<file path="src/rtl/sum_acc_pkg.sv">
// Package shared by the sum_accumulator block.
// Holds the batch FSM state encoding and the upstream sample width.
package sum_acc_pkg;

  // Upstream sample = {CARRY_OUT0, SUM1, SUM0}, range 0..7.
  localparam int unsigned SAMPLE_W = 3;

  typedef enum logic [1:0] {
    IDLE  = 2'd0,
    ACCUM = 2'd1,
    DONE  = 2'd2
  } state_e;

endpackage : sum_acc_pkg

</file>
<file path="src/rtl/sum_acc_add.sv">
// Accumulator adder: adds a zero-extended sample to the running total.
// Optional saturation is selected with macro SUM_ACC_SATURATE_EN:
//   defined   -> result clamps to all-ones when the add carries out
//   undefined -> result wraps modulo 2^ACC_W
// Ports:
//   acc_i    [ACC_W-1:0]    current total
//   sample_i [SAMPLE_W-1:0] sample to add
//   sum_o    [ACC_W-1:0]    new total (wrapped or clamped)
//   carry_o                 carry out of the ACC_W-bit addition
module sum_acc_add
  import sum_acc_pkg::*;
#(
  parameter int unsigned ACC_W = 8
) (
  input  logic [ACC_W-1:0]    acc_i,
  input  logic [SAMPLE_W-1:0] sample_i,
  output logic [ACC_W-1:0]    sum_o,
  output logic                carry_o
);

  logic [ACC_W:0] raw;

  always_comb begin
    raw     = {1'b0, acc_i} + {{(ACC_W + 1 - SAMPLE_W){1'b0}}, sample_i};
    carry_o = raw[ACC_W];
`ifdef SUM_ACC_SATURATE_EN
    // Once clamped, any further non-zero sample carries again, so the
    // total stays pinned at all-ones for the rest of the batch.
    sum_o   = carry_o ? '1 : raw[ACC_W-1:0];
`else
    sum_o   = raw[ACC_W-1:0];
`endif
  end

endmodule : sum_acc_add

</file>
<file path="src/rtl/sum_accumulator.sv">
// Sums N_SAMPLES accepted 3-bit samples into an ACC_W-bit total, then
// presents the result with a valid/ready handshake.
// Build option: SUM_ACC_SATURATE_EN (see sum_acc_add) selects clamp vs wrap.
// Ports:
//   CLK, RST_N            clock, asynchronous active-low reset
//   SUM0, SUM1, CARRY_OUT0 upstream adder result forming the sample
//   IN_VALID / IN_READY   sample handshake
//   CLEAR                 synchronous abort, highest priority
//   TOTAL [ACC_W-1:0]     running sum
//   COUNT                 samples accepted in this batch
//   OUT_VALID / OUT_READY result handshake
//   OVERFLOW              sticky carry-out flag for this batch
module sum_accumulator
  import sum_acc_pkg::*;
#(
  parameter int unsigned ACC_W     = 8,
  parameter int unsigned N_SAMPLES = 4
) (
  input  logic                             CLK,
  input  logic                             RST_N,
  input  logic                             SUM0,
  input  logic                             SUM1,
  input  logic                             CARRY_OUT0,
  input  logic                             IN_VALID,
  output logic                             IN_READY,
  input  logic                             CLEAR,
  output logic [ACC_W-1:0]                 TOTAL,
  output logic [$clog2(N_SAMPLES+1)-1:0]   COUNT,
  output logic                             OUT_VALID,
  input  logic                             OUT_READY,
  output logic                             OVERFLOW
);

  localparam int unsigned CNT_W = $clog2(N_SAMPLES + 1);
  localparam logic [CNT_W-1:0] LAST_IDX = CNT_W'(N_SAMPLES - 1);

  state_e             state_q, state_d;
  logic [ACC_W-1:0]   total_q, total_d;
  logic [CNT_W-1:0]   count_q, count_d;
  logic               ovf_q, ovf_d;

  logic [SAMPLE_W-1:0] sample;
  logic [ACC_W-1:0]    add_sum;
  logic                add_carry;

  assign sample = {CARRY_OUT0, SUM1, SUM0};

  sum_acc_add #(
    .ACC_W (ACC_W)
  ) u_add (
    .acc_i    (total_q),
    .sample_i (sample),
    .sum_o    (add_sum),
    .carry_o  (add_carry)
  );

  always_comb begin
    state_d = state_q;
    total_d = total_q;
    count_d = count_q;
    ovf_d   = ovf_q;

    if (CLEAR) begin
      state_d = IDLE;
      total_d = '0;
      count_d = '0;
      ovf_d   = 1'b0;
    end else begin
      unique case (state_q)
        // IDLE always holds zeroed registers, so it shares the ACCUM path;
        // with N_SAMPLES=1 the first accept lands directly in DONE.
        IDLE, ACCUM: begin
          if (IN_VALID) begin
            total_d = add_sum;
            count_d = count_q + CNT_W'(1);
            if (add_carry) ovf_d = 1'b1;
            state_d = (count_q == LAST_IDX) ? DONE : ACCUM;
          end
        end
        DONE: begin
          if (OUT_READY) begin
            state_d = IDLE;
            total_d = '0;
            count_d = '0;
            ovf_d   = 1'b0;
          end
        end
        default: begin
          state_d = IDLE;
          total_d = '0;
          count_d = '0;
          ovf_d   = 1'b0;
        end
      endcase
    end
  end

  always_ff @(posedge CLK or negedge RST_N) begin
    if (!RST_N) begin
      state_q <= IDLE;
      total_q <= '0;
      count_q <= '0;
      ovf_q   <= 1'b0;
    end else begin
      state_q <= state_d;
      total_q <= total_d;
      count_q <= count_d;
      ovf_q   <= ovf_d;
    end
  end

  // Handshake outputs depend on state only.
  assign IN_READY  = (state_q != DONE);
  assign OUT_VALID = (state_q == DONE);
  assign TOTAL     = total_q;
  assign COUNT     = count_q;
  assign OVERFLOW  = ovf_q;

endmodule : sum_accumulator

</file>
<file path="config.mk">
export PLATFORM = sky130hd
export DESIGN_NAME = sum_accumulator
export DESIGN_NICKNAME = d
export VERILOG_FILES = /design/src/rtl/sum_acc_pkg.sv /design/src/rtl/sum_acc_add.sv /design/src/rtl/sum_accumulator.sv
export SDC_FILE = /design/constraint.sdc
export NUM_CORES = 1
export LEC_CHECK = 0
export CAP_MARGIN = 20
export CORE_UTILIZATION = 46
export DETAILED_ROUTE_END_ITERATION = 7
export PLACE_DENSITY_LB_ADDON = 0.25
export SYNTH_ARGS = -nofsm -noshare
export SYNTH_HDL_FRONTEND = slang
export SYNTH_SLANG_ARGS = --single-unit
</file>
<file path="constraint.sdc">
create_clock -name CLK -period 1.6 [get_ports CLK]
set_input_delay 0.24 -clock CLK [delete_from_list [all_inputs] [get_ports CLK]]
set_output_delay 0.24 -clock CLK [all_outputs]
set_load 0.02 [all_outputs]
</file>
==> reports/qor.csv <==
stage,metric,value,unit
outcome,status,"finished, violations left",
outcome,failing checks,DRC,
placed_design,I/O Buffers,21,
pwr,leak pwr,0.633,nW
clock_network,CTS buffer count,3,
global_route,All-Layer GR Usage,22.6,%
die,Die H,43.4,um
cells_and_area,Ant. Diodes,0,
worst_setup_path,worst r2r src,TOTAL[0],
synth,Synth Register Bits,14,
timing,RSZ-0062 raised after global routing,true,
worst_setup_path,critical path arrival,1770,ps
routing,DRT Wirelength,1.92,mm
timing,Min Hold Slack,277,ps
pwr,clock power share,24.7,%
die,die area,1890,um2
worst_setup_path,cells on worst reg2reg path,5,
hold_path,worst min path class,input port to async pin,
clock_network,TritonCTS clock tree,built,
synth,main flop type after synthesis,dfrtp_1,
worst_setup_path,WP buf/inv,0,
timing,"Hold Violations, Final",0,
worst_setup_path,Worst Setup EP,OVERFLOW,
routing,# DRC,4,
die,Die Width,43.4,um
timing,worst slew pin tran,273,ps
global_route,grt ovf,0,
die,num ports,22,
pwr,PD cells,876,nW/um2
cells_and_area,Area Overhead vs Synth,52.8,%
routing,via count,755,
die,Initial Utilization,50.6,%
die,# rows,14,
global_route,initial antenna violation count,0,
synth,ys async rst share,100,%
synth,Post-synth EDFFs,0,
timing,max-slew violation count,0,
global_route,largest net degree at the start of global routing,15,
placed_design,gpl congestion,0.791,
routing,vias per inst,5.59,
cells_and_area,share of cells above drive strength 1,26.9,%
clock_network,CTS max path bufs,2,
worst_setup_path,Setup crit end kind,register,
clock_network,CTS sink cnt,14,
routing,Iter 0 DRT Violations,17,
clock_network,CTS Hold Bufs,0,
pwr,Power Internal,0.000719,W
synth,register area share after synthesis,44.4,%
pwr,P_sw,0.000338,W
routing,post-DR wirelength/cell,14.2,um
die,Core Box Area,1560,um2
timing,Final min period,1590,ps
placed_design,cell total after placement,130,
timing,Fmax,629,MHz
cells_and_area,design area,1210,um2
synth,net count after synthesis,95,
worst_setup_path,RR Endpoint,OVERFLOW,
cells_and_area,"Core Util, Final",77.4,%
worst_setup_path,"Slowest-stage cell, CP",dfrtp_2,
global_route,first-pass GRT wire length,3.10,mm
clock_network,Worst-Skew Late Latency,290,ps
synth,Mapped Area,790,um2
routing,post-route ant nets,0,
worst_setup_path,CP Depth,5,
synth,syn_area_per_cell,9.75,um2
pwr,Final Power,0.00106,W
clock_network,# H-tree levels,1,
cells_and_area,nets,134,
worst_setup_path,CP required,1780,ps
worst_setup_path,worst-path cell chain,"ha_4, fa_2, a21o_1, a41oi_1, nor2_1",
timing,Max Clock Skew,4.70,ps
placed_design,HPWL after DPL,1.39,mm
clock_network,clk root buf,clkbuf_4,
worst_setup_path,Max stage delay on crit path,430,ps
worst_setup_path,Worst Setup Start Kind,register,
worst_setup_path,CP startpoint,TOTAL[0],
worst_setup_path,crit-path leading delay family,adder cells,
pwr,Switching Share,32.0,%
synth,Post-Syn Instances,81,
synth,count of different cell masters after synthesis,27,
worst_setup_path,reg-to-reg setup timing slack,10,ps
worst_setup_path,crit path kind,register to register,
clock_network,clk slew on worst S/H paths,90,ps
job,maxcap violations,0,
worst_setup_path,Worst Path Max Fanout,3,
placed_design,Placed Area,1110,um2
pwr,Flop pwr share,40.3,%
global_route,number of global-route vias before repair,715,
synth,warnings from Yosys,0,
routing,Initial DRT Pass Iterations,6,
timing,period utilisation layout,99.4,%
timing,final setup fails,0,
pwr,Max rail drop VDD,0.633,mV
cells_and_area,post-route insts no fill,135,
pwr,Gate power share,35.0,%
timing,relative slew slack,81.8,%
-- per-layer routing --
layer	share of wire [%]	GRT usage [%]
met1	43	27.7
met2	51	38.5
met3	4.2	5.00
met4	1.8	9.38
met5	0	0
-- synth_stat cells, types with 2 or more instances --
master   instances  area (um2)
a21oi_1          5        25.0
o21ai_0          6        30.0
or3_1            4        25.0
a21o_1           3        22.5
nor2_1           7        26.3
o31ai_1          3        22.5
nand2_1         14        52.6
inv_1            2        7.51
mux2i_1          2        20.0
dfrtp_1         14         350
ha_1             5        62.6
-- layout by cell type (no fill, tap or decap), types with 2 or more instances in the layout --
cell	synthesis	routed
nand2_1	14	14
dlygate4sd2_1	0	5
or3_1	4	4
buf_4	1	14
dfrtp_1	14	11
a21o_1	3	3
a21oi_2	0	3
nor2_1	7	7
ha_4	0	2
mux2i_1	2	2
clkdlybuf4s50_1	0	12
clkbuf_4	0	3
a21oi_1	5	2
inv_1	2	2
dfrtp_2	0	3
o31ai_1	3	2
ha_1	5	3
dlymetal6s2s_1	0	4
o21ai_0	6	5
-- flip-flops by register name (all words and copies together), names as in the netlist --
signal / cells
COUNT: 3
OVERFLOW: 1
TOTAL: 8
state_q: 2
-- final cells by class --
| class | instances | area [um2] |
|---|---|---|
| Fill cell | 104 | 353 |
| Sequential cell | 14 | 354 |
| Tap cell | 16 | 20.0 |
| Timing Repair Buffer | 35 | 319 |
| Multi-Input combinational cell | 64 | 469 |
| Inverter | 2 | 7.51 |
| Clock buffer | 4 | 36.3 |
-- through the flow --
| stage | setup TNS (ps) | worst slack [ps] |
|---|---|---|
| 2_1_floorplan | -13.6 | -13.6 |
| 3_3_place_gp | -2550 | -251 |
| 3_5_place_dp | -2990 | -319 |
| 4_1_cts | 0 | 1.50 |
| 5_1_grt | -71.7 | -36.0 |
| 6_report | 0 | 10.1 |
-- cells by family (layout without fill, tap and decap cells) --
kind of cell | Yosys count | in the layout | synth area share (%)
adders and majority gates | 6 | 6 | 10.5
xor gates and xnor gates | 1 | 1 | 1.11
buffers and inverters | 4 | 41 | 3.33
muxes | 2 | 2 | 2.54
AOI/OAI and AO/OA | 21 | 22 | 18.1
and+or+nand+nor | 33 | 33 | 20.1
DFF | 14 | 14 | 44.4
-- timing repair --
action / CTS / global route
pin swaps: 3 / 7
resized for setup: 7 / 13
gates cloned: 0 / 1
buffers inserted: 0 / 0
endpoints found under the setup margin: 6 / 15
-- worst min-delay path by stage --
stage	to	slack (ps)	cells after the start
2_1_floorplan	COUNT[0]	-60	0
3_3_place_gp	COUNT[2]	480	2
5_1_grt	TOTAL[1]	290	2
3_5_place_dp	TOTAL[2]	500	2
6_report	TOTAL[1]	280	2
4_1_cts	OVERFLOW	260	2
-- power groups by stage --
stage	clock, W	sequential, W	combinational, W
4_1_cts	0.000263	0.000424	0.000351
5_1_grt	0.000286	0.000432	0.000407
3_5_place_dp	0	0.000428	0.000352
2_1_floorplan	0	0.000469	0.000126
3_3_place_gp	0	0.000426	0.000338
6_report	0.000261	0.000426	0.000369
(Power assumes the default switching activity.)
